--- src/rtl/pwd_lock_pkg.sv ---
// Shared definitions for the password lock controller.
package pwd_lock_pkg;

  localparam int unsigned STATE_W = 3;

  // Controller state codes; the numeric values are visible on the state port.
  typedef enum logic [STATE_W-1:0] {
    ST_IDLE    = 3'd0,
    ST_ENTRY   = 3'd1,
    ST_OPEN    = 3'd2,
    ST_SETPW   = 3'd3,
    ST_LOCKOUT = 3'd4
  } state_e;

endpackage

--- src/rtl/sec_tick.sv ---
// One-second prescaler: pulses tick every TICK_DIV cycles, the first pulse
// landing so that a consumer registering on tick updates exactly TICK_DIV
// cycles after the restart edge.
module sec_tick #(
  parameter int unsigned TICK_DIV = 100_000_000
) (
  input  logic clk,
  input  logic reset,
  input  logic restart,
  output logic tick
);

  localparam int unsigned CW = $clog2(TICK_DIV);

  logic [CW-1:0] cnt;

  // Free-running divider, zeroed on restart; tick is issued one cycle early
  // because the consumer acts on it a cycle later.
  always_ff @(posedge clk or negedge reset) begin
    if (!reset) begin
      cnt  <= '0;
      tick <= 1'b0;
    end else if (restart) begin
      cnt  <= '0;
      tick <= 1'b0;
    end else begin
      tick <= (cnt == CW'(TICK_DIV - 2));
      cnt  <= (cnt == CW'(TICK_DIV - 1)) ? '0 : cnt + CW'(1);
    end
  end

endmodule

--- src/rtl/pwd_lock_ctrl.sv ---
// Keypad password lock: digit entry with timeout, failure counting with
// timed lockout, and password change while open.
module pwd_lock_ctrl
  import pwd_lock_pkg::*;
#(
  parameter int unsigned DIGITS     = 4,
  parameter int unsigned MAX_TRIES  = 3,
  parameter int unsigned TICK_DIV   = 100_000_000,
  parameter int unsigned ENTRY_SECS = 10,
  parameter int unsigned LOCK_SECS  = 30
) (
  input  logic                  clk,
  input  logic                  reset,
  input  logic                  key_valid,
  input  logic [3:0]            key_digit,
  input  logic                  key_enter,
  input  logic                  key_clear,
  input  logic                  set_req,
  output logic                  open,
  output logic                  locked,
  output logic [2:0]            state,
  output logic [4*DIGITS-1:0]   entry_buf,
  output logic [3:0]            digit_cnt,
  output logic [7:0]            countdown,
  output logic [3:0]            fail_cnt
);

  localparam int unsigned BW = 4 * DIGITS;

  state_e          state_q, state_d;
  logic [BW-1:0]   pwd_q, pwd_d;
  logic [BW-1:0]   buf_d;
  logic [3:0]      cnt_d;
  logic [7:0]      cd_d;
  logic [3:0]      fail_d;
  logic            tick;
  logic            restart_c;
  logic            fail_c;
  logic [3:0]      fail_inc;
  logic            lock_hit;

  // Single winning key event per cycle: clear > enter > set > digit.
  logic ev_clear, ev_enter, ev_set, digit_ok, full;

  assign ev_clear  = key_clear;
  assign ev_enter  = !key_clear && key_enter;
  assign ev_set    = !key_clear && !key_enter && set_req;
  assign full      = (digit_cnt == 4'(DIGITS));
  assign digit_ok  = !key_clear && !key_enter && !set_req && key_valid &&
                     (key_digit <= 4'd9) && !full;
  assign fail_inc  = fail_cnt + 4'd1;
  assign lock_hit  = (fail_inc == 4'(MAX_TRIES));
  assign state     = state_q;
  assign restart_c = (state_d != state_q);

  sec_tick #(.TICK_DIV(TICK_DIV)) u_sec_tick (
    .clk     (clk),
    .reset   (reset),
    .restart (restart_c),
    .tick    (tick)
  );

  // Next-state and datapath decode.
  always_comb begin
    state_d = state_q;
    buf_d   = entry_buf;
    cnt_d   = digit_cnt;
    cd_d    = countdown;
    fail_d  = fail_cnt;
    pwd_d   = pwd_q;
    fail_c  = 1'b0;

    case (state_q)
      ST_IDLE: begin
        if (digit_ok) begin
          state_d = ST_ENTRY;
          buf_d   = BW'(key_digit);
          cnt_d   = 4'd1;
          cd_d    = 8'(ENTRY_SECS);
        end
      end

      ST_ENTRY: begin
        if (ev_clear) begin
          state_d = ST_IDLE;
          buf_d   = '0;
          cnt_d   = 4'd0;
          cd_d    = 8'd0;
        end else if (ev_enter && full) begin
          if (entry_buf == pwd_q) begin
            state_d = ST_OPEN;
            buf_d   = '0;
            cnt_d   = 4'd0;
            cd_d    = 8'd0;
            fail_d  = 4'd0;
          end else begin
            fail_c = 1'b1;
          end
        end else begin
          if (digit_ok) begin
            buf_d = (entry_buf << 4) | BW'(key_digit);
            cnt_d = digit_cnt + 4'd1;
          end
          if (tick) begin
            if (countdown <= 8'd1) begin
              fail_c = 1'b1;
            end else begin
              cd_d = countdown - 8'd1;
            end
          end
        end
      end

      ST_OPEN: begin
        if (ev_clear) begin
          state_d = ST_IDLE;
          buf_d   = '0;
          cnt_d   = 4'd0;
        end else if (ev_set) begin
          state_d = ST_SETPW;
          buf_d   = '0;
          cnt_d   = 4'd0;
        end
      end

      ST_SETPW: begin
        if (ev_clear) begin
          state_d = ST_OPEN;
          buf_d   = '0;
          cnt_d   = 4'd0;
        end else if (ev_enter && full) begin
          state_d = ST_OPEN;
          pwd_d   = entry_buf;
          buf_d   = '0;
          cnt_d   = 4'd0;
        end else if (digit_ok) begin
          buf_d = (entry_buf << 4) | BW'(key_digit);
          cnt_d = digit_cnt + 4'd1;
        end
      end

      ST_LOCKOUT: begin
        if (tick) begin
          if (countdown <= 8'd1) begin
            state_d = ST_IDLE;
            cd_d    = 8'd0;
            fail_d  = 4'd0;
          end else begin
            cd_d = countdown - 8'd1;
          end
        end
      end

      default: begin
        state_d = ST_IDLE;
        buf_d   = '0;
        cnt_d   = 4'd0;
        cd_d    = 8'd0;
      end
    endcase

    // A failed attempt (wrong code or timeout) either relocks or locks out.
    if (fail_c) begin
      fail_d = fail_inc;
      buf_d  = '0;
      cnt_d  = 4'd0;
      if (lock_hit) begin
        state_d = ST_LOCKOUT;
        cd_d    = 8'(LOCK_SECS);
      end else begin
        state_d = ST_IDLE;
        cd_d    = 8'd0;
      end
    end
  end

  // State, datapath and output registers.
  always_ff @(posedge clk or negedge reset) begin
    if (!reset) begin
      state_q   <= ST_IDLE;
      pwd_q     <= '0;
      entry_buf <= '0;
      digit_cnt <= 4'd0;
      countdown <= 8'd0;
      fail_cnt  <= 4'd0;
      open      <= 1'b0;
      locked    <= 1'b0;
    end else begin
      state_q   <= state_d;
      pwd_q     <= pwd_d;
      entry_buf <= buf_d;
      digit_cnt <= cnt_d;
      countdown <= cd_d;
      fail_cnt  <= fail_d;
      open      <= (state_d == ST_OPEN);
      locked    <= (state_d == ST_LOCKOUT);
    end
  end

endmodule
--- config.mk ---
export PLATFORM = sky130hd
export DESIGN_NAME = pwd_lock_ctrl
export DESIGN_NICKNAME = d
export VERILOG_FILES = /design/src/rtl/pwd_lock_pkg.sv /design/src/rtl/sec_tick.sv /design/src/rtl/pwd_lock_ctrl.sv
export SDC_FILE = /design/constraint.sdc
export NUM_CORES = 1
export LEC_CHECK = 0
export ABC_CLOCK_PERIOD_IN_PS = 3690
export CAP_MARGIN = 10
export CORE_ASPECT_RATIO = 2
export CORE_UTILIZATION = 57
export DETAILED_ROUTE_END_ITERATION = 16
export PLACE_DENSITY = 0.8
export SLEW_MARGIN = 0
export SYNTH_ARGS = -nofsm -noshare
export SYNTH_HDL_FRONTEND = slang
export SYNTH_SLANG_ARGS = --single-unit
--- constraint.sdc ---
create_clock -name clk -period 3.69 [get_ports clk]
set_clock_uncertainty 0.1 [all_clocks]
set_input_delay 0.9225 -clock clk [delete_from_list [all_inputs] [get_ports clk]]
set_output_delay 0.9225 -clock clk [all_outputs]
set_load 0.03 [all_outputs]
==> metrics.txt, run 1 <==
post-placement cell count roughly 570; Crit path buffers/inverters 2; syn avg cell area roughly 10 um2; top cells by area, synth dfrtp_1 47%, xor2_1 5.2%, nor2_1 4.4%, mux2_2 4.1%, xnor2_1 3.6%; final instance area 0.00522 mm2; Routed Antenna Nets 0; Setup TNS 0 ns; critical path arrival 3.43 ns; final max-slew violation count 0; initial core utilization 59.5%; Synth Instances around 440; flops & latches, synth 81; CTS Hold Bufs 0; final wirelength roughly 10 mm; CTS tree built; vias in the first global route about 3500; crit-path cells clkdlybuf4s50_1, nand4b_1, nor4_1, and4_1, a21oi_4, a211o_4, nor4_4, buf_4, a22o_1; Power Dens Cells 596 mW/mm2; die width 63.8 um; Total Nets Final between 500 and 600; post-synth top area share a little under half; Min Clock Period, post-route ~3.3 ns; setup violators final 0; first-pass GRT wire length ~17 mm; Cell Rows 44; most frequent cells after synthesis 81 x dfrtp_1, 51 x nor2_1, 37 x nand2_1; leading area contributor after synthesis dfrtp_1; vias about 3500; critical path peak fanout 12; CTS resizes 0; Die ar. approximately 0.008 mm2; DR iter-0 viols around 260; fin util between 70% and 80%; Via density about 5.9; DPL Wire Length roughly 7 mm; CP max stage cell clkdlybuf4s50_1; worst vdd ir ~550 uV; outcome completed; total CTS buffers 9; drt wl/cell between 15 and 20 um; switching share of power about two fifths; diode count 0; most frequent cell after synthesis dfrtp_1; R2R Setup Slk approximately 0.69 ns; Synthesis Warnings 0; first-pass iteration count of the detailed router 4; share of cells above drive strength 1 between 10% and 20%; Post-Syn Area ~0.0044 mm2; CTS Root Buffer Type clkbuf_16; Post-synth EDFFs 0; fillers approximately 550; Reg clk slew, reported paths 0.06 ns; GPL Wtd Cong about 0.85; Hold WC Path Type reg -> reg; Internal Power a little under 0.002 W; Static Leak 2.38 nW; Psw 0.00119 W; post-CTS setup buffers 0; max_cap viols 0; sequential share of the synthesized area a little under half; Gate power share between 30 and 40%; clk buf depth 2; gr usage total about 27%; Clock Latency Late Sink roughly 0.34 ns; Sink Count a little over 80; Setup crit start kind input port; top_reg_cell synth dfrtp_1; grt ovf 0; Clk pwr share between 20% and 30%; final hold violation count 0; syn nets 453; final worst path period share between 80% and 90%; post-place instance area around 0.0049 mm2; fin cells a little under 600; Distinct cells, synth a little under 60; Peak Freq roughly 310 MHz; measured slew at the worst slew-check pin 0.997 ns; CP peak stage delay about 0.53 ns; largest net degree at the start of global routing just over 80; core area between 0.007 and 0.008 mm2; Slew headroom 33.5%; RSZ-0062 raised after global routing no; number of port buffers 46; CP top delay family simple AND/OR/NAND/NOR gates; initial antenna violation count 0; Critical Path RT between 3 and 4 ns; Area growth, synth to finish 19.9%; Post-synth ARST share 100%; I/O pin count 47; DRC 0; CP Capture Type register; WS Path Type in -> reg; H-Tree Level Count 3; DIE HEIGHT 126 um; share of power burned in registers a little under two fifths
final timing paths:
path | start | to | depth (start not counted)
worst min register to register | u_sec_tick.cnt[0]$_DFF_PN0_ | u_sec_tick.cnt[0]$_DFF_PN0_ | 1
worst max-delay path | key_enter | entry_buf[13]$_DFFE_PN0P_ | 9
max in group asynchronous | reset | countdown[1]$_DFFE_PN0P_ | 1
worst max register to register | countdown[3]$_DFFE_PN0P_ | countdown[6]$_DFFE_PN0P_ | 9
worst min-delay path | u_sec_tick.cnt[0]$_DFF_PN0_ | u_sec_tick.cnt[0]$_DFF_PN0_ | 1
min in group asynchronous | reset | countdown[5]$_DFFE_PN0P_ | 1
metrics by stage:
step	hold slack [ns]	setup WS [ns]	total power, W
2_1_floorplan	0.371	0.749	0.00190
3_3_place_gp	0.387	0.182	0.00225
3_5_place_dp	0.414	0.0940	0.00228
4_1_cts	0.425	0.441	0.00313
5_1_grt	0.438	0.241	0.00328
6_report	0.421	0.434	0.00311
area by class of cell:
| class | count | area [um2] | area share (%) |
|---|---|---|---|
| sequential | 81 | 2030 | 38.8 |
| inverter | 13 | 48.8 | 0.935 |
| clock buffer | 10 | 239 | 4.58 |
| tap | 92 | 115 | 2.21 |
| multi-input combinational | 326 | 2200 | 42.2 |
| timing repair buffer | 56 | 546 | 10.5 |
| clock inverter | 5 | 41.3 | 0.791 |
flip-flops by register name, indices dropped and copies added, names as in the netlist:
name	count
countdown	8
digit_cnt	4
entry_buf	16
fail_cnt	4
locked	1
open	1
pwd_q	16
state	3
u_sec_tick.cnt	27
u_sec_tick.tick	1
cells by family (layout without fill, tap and decap cells):
| family | count (synthesis) | in the layout | share of synthesized area, % |
|---|---|---|---|
| flip-flops | 81 | 81 | 46.5 |
| XOR/XNOR | 44 | 44 | 8.85 |
| AND/OR/NAND/NOR | 174 | 174 | 21.0 |
| AO/OA/AOI/OAI | 78 | 78 | 12.7 |
| buffers and inverters | 28 | 84 | 2.87 |
| adder cells (fa/ha/maj) | 8 | 8 | 2.30 |
| multiplexers | 22 | 22 | 5.80 |
layer usage:
| layer | wire [um] | GRT usage (%) | vias to the layer above |
|---|---|---|---|
| met1 | 3780 | 28.8 | 1689 |
| met2 | 5560 | 49.2 | 86 |
| met5 | 0 | 0 | - |
| met4 | 303 | 12.3 | 0 |
| met3 | 322 | 5.80 | 28 |
| li1 | - | - | 1663 |
power groups by stage:
stage	clock network [W]	registers, W	logic [W]
4_1_cts	0.000850	0.00114	0.00114
5_1_grt	0.000886	0.00116	0.00123
6_report	0.000832	0.00114	0.00114
3_5_place_dp	0	0.00115	0.00113
2_1_floorplan	0	0.00124	0.000659
3_3_place_gp	0	0.00115	0.00110
layout by cell type, fill, tap and decap left out, types with 10 or more instances in the layout:
cell type,Yosys,layout
a21oi_1,13,13
buf_4,1,10
o21ai_0,17,17
dfrtp_1,81,81
nand2_1,37,37
nand3_1,19,19
nor2_1,51,51
inv_1,13,13
a22o_1,12,12
mux2_2,16,16
xor2_1,26,26
clkdlybuf4s50_1,0,45
xnor2_1,18,18
Note: power is estimated with default switching activity, not from simulation.
==> run 2, diff against run 1 <==
Settings changed: SKIP_CTS_REPAIR_TIMING set to 1.
==> results of run 2 <==
Same layout as run 1: the final DEF is identical, and so are final timing and power.
